===== config.mk =====
export PLATFORM = sky130hd
export DESIGN_NAME = seq_detect_ctrl
export DESIGN_NICKNAME = d
export VERILOG_FILES = /design/src/rtl/seq_detect_pkg.sv /design/src/rtl/seq_detect_ctrl_pattern_matcher.sv /design/src/rtl/seq_detect_ctrl.sv
export SDC_FILE = /design/constraint.sdc
export NUM_CORES = 1
export LEC_CHECK = 0
export BUFFER_PORTS_ARGS = -buffer_cell sky130_fd_sc_hd__buf_2
export CAP_MARGIN = 20
export CORE_UTILIZATION = 56
export CTS_CLUSTER_SIZE = 28
export DETAILED_ROUTE_END_ITERATION = 6
export PLACE_DENSITY = 0.79
export SKIP_CTS_REPAIR_TIMING = 1
export SYNTH_ARGS = -nofsm -noshare
export SYNTH_HDL_FRONTEND = slang
export SYNTH_HIERARCHICAL = 1
export SYNTH_SLANG_ARGS = --single-unit

===== constraint.sdc =====
create_clock -name clk -period 3.5 [get_ports clk]
set_clock_uncertainty 0.2 [all_clocks]
set_input_delay 0.525 -clock clk [delete_from_list [all_inputs] [get_ports clk]]
set_output_delay 0.525 -clock clk [all_outputs]
set_load 0.01 [all_outputs]

===== src/rtl/seq_detect_pkg.sv =====
// rtl/seq_detect_pkg.sv - shared state encodings and defaults for the serial pattern detector
package seq_detect_pkg;

  typedef enum logic [1:0] {
    IDLE   = 2'd0,
    SHIFT  = 2'd1,
    REPORT = 2'd2
  } state_t;

  localparam int SD_DATA_W = 16;
  localparam int SD_PAT_W  = 4;
  localparam int SD_CNT_W  = 5;

  // first_idx value meaning "no hit in this word"; never a legal bit index
  localparam logic [SD_CNT_W-1:0] NO_HIT = {SD_CNT_W{1'b1}};

endpackage


===== src/rtl/seq_detect_ctrl_pattern_matcher.sv =====
// rtl/seq_detect_ctrl_pattern_matcher.sv - overlapping serial matcher owning the history and fill count
module pattern_matcher #(
  parameter int PAT_W = 4
) (
  input  logic             clk,
  input  logic             rstn,
  input  logic             clr,
  input  logic             en,
  input  logic             bit_in,
  input  logic [PAT_W-1:0] pattern,
  output logic             hit,
  output logic             filled
);

  localparam int FILL_W = $clog2(PAT_W + 1);

  logic [PAT_W-1:0]  history;
  logic [PAT_W-1:0]  next_history;
  logic [FILL_W-1:0] fill;

  assign next_history = {history[PAT_W-2:0], bit_in};
  assign filled       = (fill == FILL_W'(PAT_W));
  // the incoming bit completes a full window once PAT_W-1 bits are already held
  assign hit          = en && (fill >= FILL_W'(PAT_W - 1)) && (next_history == pattern);

  always_ff @(posedge clk or negedge rstn) begin
    if (!rstn) begin
      history <= '0;
      fill    <= '0;
    end else if (clr) begin
      history <= '0;
      fill    <= '0;
    end else if (en) begin
      history <= next_history;
      if (!filled) fill <= fill + FILL_W'(1);
    end
  end

endmodule


===== src/rtl/seq_detect_ctrl.sv =====
// rtl/seq_detect_ctrl.sv - word-level controller: accept word, serialise MSB first, count hits, report
module seq_detect_ctrl
  import seq_detect_pkg::*;
#(
  parameter int                DATA_W  = SD_DATA_W,
  parameter int                PAT_W   = SD_PAT_W,
  parameter int                CNT_W   = SD_CNT_W,
  parameter logic [PAT_W-1:0]  PAT_RST = 4'b1011
) (
  input  logic              clk,
  input  logic              rstn,
  input  logic              i_cfg_we,
  input  logic [PAT_W-1:0]  i_cfg_pat,
  input  logic              i_s_valid,
  output logic              o_s_ready,
  input  logic [DATA_W-1:0] i_s_data,
  output logic              o_m_valid,
  input  logic              i_m_ready,
  output logic [CNT_W-1:0]  o_m_count,
  output logic [CNT_W-1:0]  o_m_first_idx,
  output logic              o_hit,
  output logic              o_busy
);

  localparam logic [CNT_W-1:0] NO_HIT_IDX = {CNT_W{1'b1}};
  localparam logic [CNT_W-1:0] LAST_IDX   = CNT_W'(DATA_W - 1);

  state_t            state;
  logic [PAT_W-1:0]  pattern;
  logic [DATA_W-1:0] data;
  logic [CNT_W-1:0]  idx;
  logic [CNT_W-1:0]  count;
  logic [CNT_W-1:0]  first_idx;
  logic              hit;
  logic              hist_full;
  logic              take;

  assign take = (state == IDLE) && i_s_valid;

  pattern_matcher #(.PAT_W(PAT_W)) u_matcher (
    .clk     (clk),
    .rstn    (rstn),
    .clr     (take),
    .en      (state == SHIFT),
    .bit_in  (data[DATA_W-1]),
    .pattern (pattern),
    .hit     (hit),
    .filled  (hist_full)
  );

  always_ff @(posedge clk or negedge rstn) begin
    if (!rstn) begin
      state     <= IDLE;
      pattern   <= PAT_RST;
      data      <= '0;
      idx       <= '0;
      count     <= '0;
      first_idx <= NO_HIT_IDX;
      o_s_ready <= 1'b1;
      o_m_valid <= 1'b0;
      o_hit     <= 1'b0;
      o_busy    <= 1'b0;
    end else begin
      o_hit <= hit;
      case (state)
        IDLE: begin
          // a coinciding config write takes effect before the first bit is matched
          if (i_cfg_we) pattern <= i_cfg_pat;
          if (take) begin
            data      <= i_s_data;
            idx       <= '0;
            count     <= '0;
            first_idx <= NO_HIT_IDX;
            state     <= SHIFT;
            o_s_ready <= 1'b0;
            o_busy    <= 1'b1;
          end
        end
        SHIFT: begin
          data <= {data[DATA_W-2:0], 1'b0};
          idx  <= idx + CNT_W'(1);
          if (hit) begin
            count <= count + CNT_W'(1);
            if (first_idx == NO_HIT_IDX) first_idx <= idx;
          end
          if (idx == LAST_IDX) begin
            state     <= REPORT;
            o_m_valid <= 1'b1;
          end
        end
        REPORT: begin
          if (i_m_ready) begin
            state     <= IDLE;
            o_m_valid <= 1'b0;
            o_s_ready <= 1'b1;
            o_busy    <= 1'b0;
          end
        end
        default: begin
          state     <= IDLE;
          o_m_valid <= 1'b0;
          o_s_ready <= 1'b1;
          o_busy    <= 1'b0;
        end
      endcase
    end
  end

  assign o_m_count     = count;
  assign o_m_first_idx = first_idx;

  a_full_in_report: assert property (@(posedge clk) disable iff (!rstn) (state == REPORT) |-> hist_full);

endmodule


-- Yosys cells after proc, flatten, opt, wreduce, memory -nomap -nowiden
Index checks and enable logic that the tools add are counted.
- output and inout bits: 14
- logic and storage cells: 71
- bits in registers: 47
- magnitude comparators: 1
- eq/ne operators: 12
- multiplexer cells: 27
- reductions and logical operators: 14
- bitwise gates (word level): 2
- add/sub/neg operators: 3
- operators by type and width (cell ; count):
    case mux 16 bit (2 select lines) ; 1
    case mux 5 bit (2 select lines) ; 3
    2-to-1 mux 5 bit ; 5
    2-to-1 mux 16 bit ; 1
    2-to-1 mux 3 bit ; 5
    AND reduction 3 bit ; 4
    adder 5 x 1 -> 5 bit, second input constant ; 2
    != test 2 bit, second input constant ; 5
    case mux 1 bit (3 select lines) ; 3
    2-to-1 mux 2 bit ; 3
    case mux 2 bit (3 select lines) ; 1
    AND reduction 2 bit ; 3
    equality test 5 x 4 -> 1 bit, second input constant ; 1
    equality test 5 bit, second input constant ; 1
    2-to-1 mux 1 bit ; 5
    equality test 4 bit ; 1
    AND reduction 4 bit ; 1
    nonzero test 2 bit ; 2
    adder 3 x 1 -> 3 bit, second input constant ; 1
    equality test 3 bit, second input constant ; 1
    greater-or-equal comparator 3 x 2 -> 1 bit, second input constant ; 1
    logical AND 1 bit ; 3
    equality test 2 x 1 -> 1 bit, second input constant ; 1
    equality test 2 bit, second input constant ; 1
    3 further kinds ; 4

-- Depth between registers and ports, before layout
Gate-level depths: netlist of the first run.
- depth in word-level cells: 5
- gate-level depth with buffers: 10
- gate-level depth less buffers: 8

-- Cells and area by module
The synthesis of the first run kept the hierarchy.
- modules (own cells, without submodules) (module ; cells an instance ; area an instance (µm²) ; instances ; seq. area each (µm²)):
    seq_detect_ctrl ; 180 ; 1954.4 ; 1 ; 1037.2
    pattern_matcher ; 36 ; 377.9 ; 1 ; 150.1

-- Worst setup path before layout of the first run
OpenSTA, ideal clock, no wires.
- path kind: register to register
- from: register state[1]
- to: register first_idx[0] (netlist: o_m_first_idx[0])
- buffers on the path: 3
- period minus slack after synthesis: 2.437 ns
- required time: 3.220 ns
- data arrival time: 2.157 ns
- stages on the path, launching flop included: 11
- path slack: 1.063 ns
- path through: dfrtp_1 > buf_6 > nand2b_4 > inv_2 > buf_2 > buf_6 > inv_1 > nor3_1 > and4_1 > nand4_2 > o22a_1
- word-level cells in the longest chain between the ends: 5
- elaborated cells between the ends (all ways): 11
- ends and longest elaborated chain (element ; line ; source):
    start, declared ; seq_detect_ctrl.sv:28 ; state_t state;
    start signal, assigned ; seq_detect_ctrl.sv:53 ; state <= IDLE;
    start signal, assigned ; seq_detect_ctrl.sv:74 ; state <= SHIFT;
    start signal, assigned ; seq_detect_ctrl.sv:87 ; state <= REPORT;
    equality test 2 x 1 -> 1 bit ; seq_detect_ctrl.sv:44 ; .en (state == SHIFT),
    logical AND 1 bit (2 in series) ; seq_detect_ctrl_pattern_matcher.sv:24 ; assign hit = en && (fill >= FILL_W'(PAT_W - 1)) && (next_history == pattern);
    net hit ; seq_detect_ctrl.sv:34 ; logic hit;
    != test 2 bit (no source line) ; - ;
    AND reduction 4 bit (no source line) ; - ;
    end signal, assigned ; seq_detect_ctrl.sv:84 ; if (first_idx == NO_HIT_IDX) first_idx <= idx;
    end, declared ; seq_detect_ctrl.sv:33 ; logic [CNT_W-1:0] first_idx;
The timed path passes the listed nets, and every way through them passes these cells.
A chain may end at the register's enable or synchronous reset.

-- Worst setup path in the final report of the first run
- from: register state[1]
- to: register first_idx[4] (netlist: o_m_first_idx[4])
The elaborated chain is that of the path after synthesis.

==> results.py, run 1 <==
metrics = {
    "critical_path": {
        "critical_path.endpoint_type": "flip-flop",
        "r2r_setup_slack_ps": 890,
        "cpPeakStageDelay_ps": 620,
        "crit_fanout": 22,
        "rr_startpoint": "state[1]",
        "cp.arrival_ps": 2640,
        "crit_chain": "nand2b_4 > inv_2 > inv_1 > nor3_1 > and4_1 > nand4_2 > o22a_1",
        "worstPathRequired_ps": 3530,
        "slowest_stage": "nor3_1",
        "cp-startpoint": "state[1]",
        "worstSetupPathType": "flip-flop to flip-flop",
        "start_kind": "flip-flop",
    },
    "die": {
        "io_pins": 39,
        "core_area_sq_mm": 0.00400,
        "placementRows": 23,
        "initial_core_util_pct": 58.1,
        "fp.dieH_microns": 66.4,
        "die-area_sq_mm": 0.00441,
        "die_width_microns": 66.4,
    },
    "timing": {
        "rsz0062_at_grt": "false",
        "finalSetupTns_ps": 0,
        "maxSlewHeadroom_pct": 51.7,
        "setup_viol_count_final": 0,
        "final-max-slew-violation-count": 0,
        "period_share_pct": 74.6,
        "setup_ws_ps": 889,
        "max_slew.worst_pin.slew_ps": 719,
        "clock.fmax_mhz": 383,
        "fin_crit_ps": 2610,
        "hold_slack_ps": -26.4,
        "final-hold-violation-count": 19,
    },
    "global_routing": {
        "grt_pass1_vias": 1663,
        "gr-usage-met3_pct": 3.62,
        "grt_max_degree": 48,
        "grt-busiest-layer": "met2",
        "grt_remaining_overflow": 0,
        "grt_first_pass_wirelength_microns": 7560,
        "antenna_found_initial": 0,
        "track_usage_pct": 23.0,
        "met2_usage_pct": 37.5,
        "grt_use_met1_pct": 31.1,
    },
    "synthesis": {
        "syn_nets": 246,
        "synth_area_sq_mm": 0.00233,
        "postSynthAreaPerCell_sq_um": 10.8,
        "yosysWarnings": 6,
        "syn_inst": 215,
    },
    "job": {
        "cap_violations": 0,
    },
    "finish": {
        "nFillCells": 334,
        "finalNetCount": 283,
        "design_area_sq_mm": 0.00263,
        "drive_gt1_share_pct": 26.9,
        "multi_input_area_sq_mm": 0.00100,
        "n_antenna_cell": 0,
        "finalNonFillerCells": 303,
        "seqCellArea_sq_mm": 0.00119,
        "syn2layout_area_growth_pct": 12.9,
    },
    "pwr": {
        "internal_power_uw": 1350,
        "power_frac_comb_pct": 38.1,
        "p_switching_uw": 804,
        "netSwitchingFraction_pct": 37.3,
        "power.density_mw_per_mm2": 820,
        "power_frac_seq_pct": 46.4,
        "peakVddDrop_mv": 0.407,
        "power_leakage_uw": 0.00123,
        "finalPower_uw": 2150,
        "pwr-share-clk_pct": 15.5,
    },
    "run_status": {
        "violations": "negative hold slack",
        "outcome": "finished with violations",
    },
    "clock_tree": {
        "cts_tree": "built",
        "htreeDepth": 2,
        "cts_made_buffers": 5,
        "clock_sinks": 47,
        "clock_path_buffers": 2,
        "insertion_delay_ps": 300,
        "clk_pin_slew_ps": 90,
        "cts-root-buf": "clkbuf_8",
    },
    "detailed_routing": {
        "viasPerCell": 5.76,
        "antenna_left": 0,
        "drcViolationCount": 0,
        "wirelength_microns": 4490,
        "num_vias": 1744,
        "avgRoutedWirePerCell_microns": 14.8,
        "drtIter0Drc": 71,
        "dr.pass1.iters": 4,
    },
    "placement": {
        "io_buffers": 38,
        "dp_hpwl_microns": 2980,
        "place_area_sq_mm": 0.00251,
        "place_inst": 294,
        "routabilityCongestion": 0.751,
        "place_ws_ps": 926,
    },
    "hold_path": {
        "worst_hold_path_type": "primary input to async pin",
    },
}
layer usage:
metal / wire (microns) / share of wire (%) / vias up
met5: 0 / 0 / -
met1: 2080 / 46 / 860
li1: - / - / 841
met3: 149 / 3.3 / 7
met2: 2200 / 49 / 36
met4: 51 / 1.1 / 0
power by group through the flow:
stage	Combinational, uW	Clock (uW)	Sequential, uW
floorplan	630	0	982
global placement	782	0	996
detailed placement	822	0	1000
CTS	826	338	997
global route	921	360	1030
finish	819	334	999
cell usage in the layout, fill, tap and decap left out, drive strengths merged, types with 7 or more instances in the layout:
master	instances
a21oi	15
a22oi	15
buf	41
clkbuf	7
dfrtp	38
dfstp	9
inv	11
nand2	12
nor2	10
nor2b	11
o21ai	22
through the flow:
step,hold slack [ps],util (%)
final,-26.4,65.7
after global routing,4.80,65.7
after CTS,233,65.2
after detailed placement,276,62.9
after global placement,271,62.9
after floorplan,29.4,-
final timing paths:
| kind | cells after the start | endpoint |
|---|---|---|
| worst max-delay path | 7 | o_m_first_idx[4] |
| max in group asynchronous | 2 | pattern[3] |
| min in group clk | 2 | pattern[2] |
| worst min-delay path | 1 | data[10] |
| worst max register to register | 7 | o_m_first_idx[4] |
| worst min register to register | 1 | o_m_count[4] |
sequential cells by signal (all words and copies together) (netlist names):
signal,count
o_m_valid,1
o_busy,1
o_hit,1
o_m_first_idx,5
idx,5
u_matcher/history,3
o_m_count,5
pattern,4
u_matcher/fill,3
state,2
o_s_ready,1
data,16
cell type report:
type	instances	area share, %
clock buffer	7	3.29
multi-input combinational	145	38.2
timing repair buffer	41	8.58
inverter	12	2.19
tap	50	2.38
clock inverter	1	0.191
sequential	47	45.2
worst max-delay path, delay by kind of cell (launching register included):
family,cells,cell delay [ps]
AO/OA/AOI/OAI,1,230
buffers and inverters,2,440
flip-flops,1,380
AND/OR/NAND/NOR,4,1280
Note: power is estimated with default switching activity, not from simulation.
==> run 2: changes to the inputs <==
--- a/config.mk
+++ b/config.mk
@@ -7,10 +7,10 @@
 export LEC_CHECK = 0
 export BUFFER_PORTS_ARGS = -buffer_cell sky130_fd_sc_hd__buf_2
 export CAP_MARGIN = 20
-export CORE_UTILIZATION = 56
+export CORE_UTILIZATION = 50
 export CTS_CLUSTER_SIZE = 28
 export DETAILED_ROUTE_END_ITERATION = 6
-export PLACE_DENSITY = 0.79
+export PLACE_DENSITY = 0.75
 export SKIP_CTS_REPAIR_TIMING = 1
 export SYNTH_ARGS = -nofsm -noshare
 export SYNTH_HDL_FRONTEND = slang
==> constraint.sdc (replaced) <==
create_clock -name clk -period 2.4 [get_ports clk]
set_clock_uncertainty 0.2 [all_clocks]
set_input_delay 0.36 -clock clk [delete_from_list [all_inputs] [get_ports clk]]
set_output_delay 0.36 -clock clk [all_outputs]
set_load 0.01 [all_outputs]
==> run 2 against run 1 <==
Compared with the run above:
- the flow now finishes without violations
- critical path depth grew 1
- via count decreased by 2.3%
- non-clock buffer count up 5
- combinational power increased by 51%
- final area increased by 0.95%
- worst setup slack got worse by 650 ps
- sequential power grew 45%
- sequential cell count unchanged
- final cell count up 2.3%
- critical path type unchanged
==> results.py, run 2 (synthesis gave the netlist of run 1 again) <==
metrics = {
    "pwr": {
        "p_switching_uw": 1170,
        "netSwitchingFraction_pct": 37.4,
        "power.density_mw_per_mm2": 1180,
        "pwr-share-clk_pct": 14.3,
        "peakVddDrop_mv": 0.502,
        "power_frac_seq_pct": 46.3,
        "power_leakage_uw": 0.00124,
        "internal_power_uw": 1970,
        "power_frac_comb_pct": 39.4,
    },
    "detailed_routing": {
        "num_vias": 1704,
        "wirelength_microns": 4540,
        "antenna_left": 0,
        "dr.pass1.iters": 4,
        "avgRoutedWirePerCell_microns": 14.6,
        "drtIter0Drc": 88,
        "drcViolationCount": 0,
        "viasPerCell": 5.50,
    },
    "critical_path": {
        "crit_chain": "ha_1 > ha_1 > a211o_1 > nand4_1 > nor3_2 > and4_1 > nand4_2 > o22a_1",
        "r2r_end": "o_m_first_idx[2]",
        "cpPeakStageDelay_ps": 420,
        "crit_fanout": 5,
        "slowest_stage": "dfrtp_1",
        "cpMostUsedCell": "ha_1",
        "worstPathRequired_ps": 2420,
        "r2r_cells": 8,
        "rr_startpoint": "u_matcher/fill[0]",
        "critical_path.endpoint_type": "flip-flop",
        "start_kind": "flip-flop",
        "cp.arrival_ps": 2180,
        "r2r_setup_slack_ps": 240,
        "worstSetupPathType": "flip-flop to flip-flop",
    },
    "clock_tree": {
        "cts_made_buffers": 5,
        "cts-root-buf": "clkbuf_8",
        "cts_tree": "built",
        "htreeDepth": 2,
        "clock_sinks": 47,
        "insertion_delay_ps": 290,
        "clock_path_buffers": 2,
        "clk_pin_slew_ps": 80,
    },
    "global_routing": {
        "track_usage_pct": 20.4,
        "grt_first_pass_wirelength_microns": 8000,
        "grt_pass1_vias": 1679,
        "grt_remaining_overflow": 0,
        "antenna_found_initial": 0,
        "grt_max_degree": 28,
    },
    "finish": {
        "n_antenna_cell": 0,
        "largest_reg_flops": 16,
        "finalNonFillerCells": 310,
        "design_area_sq_mm": 0.00265,
        "syn2layout_area_growth_pct": 14.0,
        "final_cell_mix": "dfrtp_1, buf_2, o21ai_0",
        "largest_register": "data",
        "drive_gt1_share_pct": 27.9,
        "finalNetCount": 288,
    },
    "placement": {
        "place_ws_ps": 237,
        "routabilityCongestion": 0.721,
        "place_inst": 301,
        "dp_hpwl_microns": 3190,
        "place_area_sq_mm": 0.00256,
        "io_buffers": 38,
    },
    "hold_path": {
        "min_to": "pattern[0]",
        "whs_path_depth": 2,
        "min_from": "i_cfg_pat[0]",
        "worst_hold_path_type": "primary input to flip-flop",
    },
    "timing": {
        "setup_viol_count_final": 0,
        "setup_ws_ps": 238,
        "period_share_pct": 90.1,
        "max_slew.worst_pin.slew_ps": 584,
        "fin_crit_ps": 2160,
        "clock.fmax_mhz": 463,
        "final-max-slew-violation-count": 0,
        "rsz0062_at_grt": "false",
        "final-hold-violation-count": 0,
        "maxSlewHeadroom_pct": 60.9,
        "hold_slack_ps": 98.8,
        "finalSetupTns_ps": 0,
    },
    "die": {
        "die_width_microns": 70.2,
        "die-area_sq_mm": 0.00493,
        "io_pins": 39,
        "placementRows": 24,
        "initial_core_util_pct": 52.7,
        "core_area_sq_mm": 0.00441,
        "fp.dieH_microns": 70.2,
    },
    "run_status": {
        "outcome": "finished, final reports clean",
    },
    "job": {
        "cap_violations": 0,
    },
}
==> run 2: cell types whose count changed in the layout (fill, tap and decap cells not counted), sizes merged <==
cell         delta
buf             +4
dlygate4sd3     +1
==> run 2: worst max-delay path, delay by kind of cell, from the launching register on <==
kind            cells  cell delay (ps)
flops               1              420
simple gates        4              840
compound gates      2              320
fa+ha+maj           2              320
==> run 2: through the flow <==
step	power, uW	util (%)
6_report	3140	60.1
5_1_grt	3380	60.1
4_1_cts	3170	59.8
3_5_place_dp	2710	58.0
3_3_place_gp	2640	58.0
2_1_floorplan	2360	-
==> run 2: power by group through the flow <==
stage | clock (uW) | combinational [uW] | sequential (uW)
2_1_floorplan | 0 | 925 | 1430
3_3_place_gp | 0 | 1190 | 1450
3_5_place_dp | 0 | 1240 | 1470
4_1_cts | 465 | 1250 | 1460
5_1_grt | 493 | 1390 | 1500
6_report | 450 | 1240 | 1450
==> run 2: worst max path at each step <==
| stage | startpoint | end | slack, ps | cells after the start |
|---|---|---|---|---|
| after global routing | u_matcher/fill[0] | o_m_first_idx[2] | 90 | 8 |
| after floorplan | state[1] | o_m_first_idx[0] | 120 | 10 |
| after global placement | u_matcher/fill[0] | o_m_first_idx[1] | 390 | 8 |
| after CTS | u_matcher/fill[0] | o_m_first_idx[2] | 230 | 8 |
| after detailed placement | u_matcher/fill[0] | o_m_first_idx[2] | 240 | 8 |
| final | u_matcher/fill[0] | o_m_first_idx[2] | 240 | 8 |
==> run 2: routing by layer <==
layer | vias to the layer above | wire length (microns) | part of all wire, % | track usage, %
li1 | 849 | - | - | -
met1 | 819 | 2200 | 48 | 29.3
met2 | 32 | 2170 | 48 | 32.2
met3 | 4 | 135 | 3.0 | 3.61
met4 | 0 | 41 | 0.90 | 5.33
met5 | - | 0 | 0 | 0
==> run 2: area by class of cell <==
| class | instances | area (sq um) |
|---|---|---|
| multi-input cells | 145 | 1010 |
| repair buffers | 46 | 253 |
| inverters | 12 | 57.6 |
| clock inverters | 1 | 5.00 |
| well taps | 52 | 65.1 |
| fillers | 375 | 1760 |
| flip-flops and latches | 47 | 1190 |
| clock buffers | 7 | 76.3 |
==> run 3: changes to the inputs <==
--- a/config.mk
+++ b/config.mk
@@ -7,10 +7,12 @@
 export LEC_CHECK = 0
 export BUFFER_PORTS_ARGS = -buffer_cell sky130_fd_sc_hd__buf_2
 export CAP_MARGIN = 20
-export CORE_UTILIZATION = 50
+export CELL_PAD_IN_SITES_DETAIL_PLACEMENT = 1
+export CELL_PAD_IN_SITES_GLOBAL_PLACEMENT = 2
+export CORE_UTILIZATION = 32
 export CTS_CLUSTER_SIZE = 28
 export DETAILED_ROUTE_END_ITERATION = 6
-export PLACE_DENSITY = 0.75
+export PLACE_DENSITY_LB_ADDON = 0.1
 export SKIP_CTS_REPAIR_TIMING = 1
 export SYNTH_ARGS = -nofsm -noshare
 export SYNTH_HDL_FRONTEND = slang
==> run 3 against run 2 <==
Compared with the run above:
- worst hold slack got worse by 5.8 ps
- maximum frequency grew 4.0%
- non-clock buffer count is the same
- core utilization fell by 21 points
- first-iteration DRC count decreased by 25%
- largest cell class unchanged
- critical path type unchanged
- critical path depth unchanged
==> results.py, run 3 (synthesis gave the netlist of run 1 again) <==
metrics = {
    "critical_path": {
        "rr_startpoint": "u_matcher/fill[0]",
        "r2r_end": "o_m_first_idx[3]",
        "r2r_setup_slack_ps": 320,
        "crit_fanout": 5,
        "start_kind": "flip-flop",
        "worstSetupPathType": "flip-flop to flip-flop",
        "critical_path.endpoint_type": "flip-flop",
        "r2r_cells": 8,
        "cp.arrival_ps": 2110,
        "worstPathRequired_ps": 2430,
    },
    "hold_path": {
        "whs_path_depth": 2,
        "min_to": "pattern[2]",
        "min_from": "i_cfg_pat[2]",
        "worst_hold_path_type": "primary input to flip-flop",
    },
    "finish": {
        "finalNonFillerCells": 354,
        "drive_gt1_share_pct": 28.3,
        "utilization_pct": 39.5,
        "syn2layout_area_growth_pct": 17.2,
        "seqCellArea_sq_mm": 0.00119,
        "finalNetCount": 288,
        "largest_reg_flops": 16,
        "final_cell_mix": "dfrtp_1, buf_2, o21ai_0",
        "nFillCells": 822,
        "n_antenna_cell": 0,
        "largest_register": "data",
        "multi_input_area_sq_mm": 0.00101,
    },
    "timing": {
        "fin_crit_ps": 2080,
        "clock.fmax_mhz": 481,
        "max_slew.worst_pin.slew_ps": 624,
        "setup_viol_count_final": 0,
        "final-hold-violation-count": 0,
        "final-max-slew-violation-count": 0,
        "period_share_pct": 86.6,
        "maxSlewHeadroom_pct": 58.4,
        "finalSetupTns_ps": 0,
        "rsz0062_at_grt": "false",
        "setup_ws_ps": 321,
        "hold_slack_ps": 93.0,
    },
    "pwr": {
        "power_leakage_uw": 0.00125,
        "netSwitchingFraction_pct": 37.2,
        "peakVddDrop_mv": 0.451,
        "power_frac_seq_pct": 45.0,
        "p_switching_uw": 1200,
        "power.density_mw_per_mm2": 1180,
        "pwr-share-clk_pct": 16.1,
        "power_frac_comb_pct": 38.9,
        "internal_power_uw": 2030,
    },
    "die": {
        "core_area_sq_mm": 0.00691,
        "placementRows": 30,
        "fp.dieH_microns": 87.3,
        "initial_core_util_pct": 33.7,
        "die-area_sq_mm": 0.00761,
        "die_width_microns": 87.3,
        "io_pins": 39,
    },
    "clock_tree": {
        "clock_path_buffers": 2,
        "clk_pin_slew_ps": 80,
        "htreeDepth": 2,
        "cts-root-buf": "clkbuf_8",
        "cts_tree": "built",
        "insertion_delay_ps": 290,
        "clock_sinks": 47,
        "cts_made_buffers": 5,
    },
    "placement": {
        "routabilityCongestion": 0.735,
        "place_inst": 345,
        "place_ws_ps": 313,
        "dp_hpwl_microns": 3550,
        "io_buffers": 38,
    },
    "detailed_routing": {
        "drcViolationCount": 0,
        "viasPerCell": 4.92,
        "num_vias": 1742,
        "wirelength_microns": 5230,
        "drtIter0Drc": 66,
        "dr.pass1.iters": 4,
        "avgRoutedWirePerCell_microns": 14.8,
        "antenna_left": 0,
    },
    "global_routing": {
        "grt_max_degree": 48,
        "track_usage_pct": 15.7,
        "grt_pass1_vias": 1798,
        "antenna_found_initial": 0,
        "grt_first_pass_wirelength_microns": 9050,
        "grt_remaining_overflow": 0,
    },
    "run_status": {
        "outcome": "finished, final reports clean",
    },
    "job": {
        "cap_violations": 0,
    },
}
[run 3: cell count changes in the layout (fill, tap and decap cells not counted), sizes merged]
| cell | change |
|---|---|
| clkinv | -1 |
| clkbuf | +1 |
[run 3: cell type report]
class / instances / share of cell area (%)
Inverter: 12 / 2.11
Timing Repair Buffer: 46 / 9.27
Clock buffer: 8 / 3.67
Multi-Input combinational cell: 145 / 37.0
Tap cell: 96 / 4.41
Sequential cell: 47 / 43.6
[run 3: critical path, stage by stage, from the launching register on]
cell and delay [ps]:
dfrtp_1 410, ha_1 180, ha_1 150, a211o_1 90
nand4_1 100, nor3_2 250, and4_1 230, nand4_2 180
o22a_1 230
[run 3: power groups by stage]
stage	clock network (uW)	logic [uW]	registers, uW
5_1_grt	580	1430	1510
3_3_place_gp	0	1260	1470
3_5_place_dp	0	1270	1470
2_1_floorplan	0	925	1430
6_report	521	1250	1450
4_1_cts	546	1280	1460
[run 3: how the worst max path moves through the flow]
| stage | from | endpoint | slack (ps) | depth (start not counted) |
|---|---|---|---|---|
| finish | u_matcher/fill[0] | o_m_first_idx[3] | 320 | 8 |
| global route | u_matcher/fill[0] | o_m_first_idx[3] | 150 | 8 |
| CTS | u_matcher/fill[0] | o_m_first_idx[3] | 300 | 8 |
| detailed placement | u_matcher/fill[0] | o_m_first_idx[4] | 310 | 8 |
| global placement | u_matcher/fill[0] | o_m_first_idx[2] | 390 | 8 |
| floorplan | state[1] | o_m_first_idx[0] | 120 | 10 |
[run 3: layer usage]
metal	vias up	share of wire [%]	global-route usage (%)
met4	0	0.97	5.37
li1	847	-	-
met2	26	45	24.6
met3	5	3.0	3.13
met5	-	0	0
met1	864	51	21.6
[run 3: metrics by stage]
step	total power, uW	area, sq um
5_1_grt	3520	2730
6_report	3230	2730
2_1_floorplan	2360	2330
4_1_cts	3280	2720
3_5_place_dp	2740	2620
3_3_place_gp	2720	2620
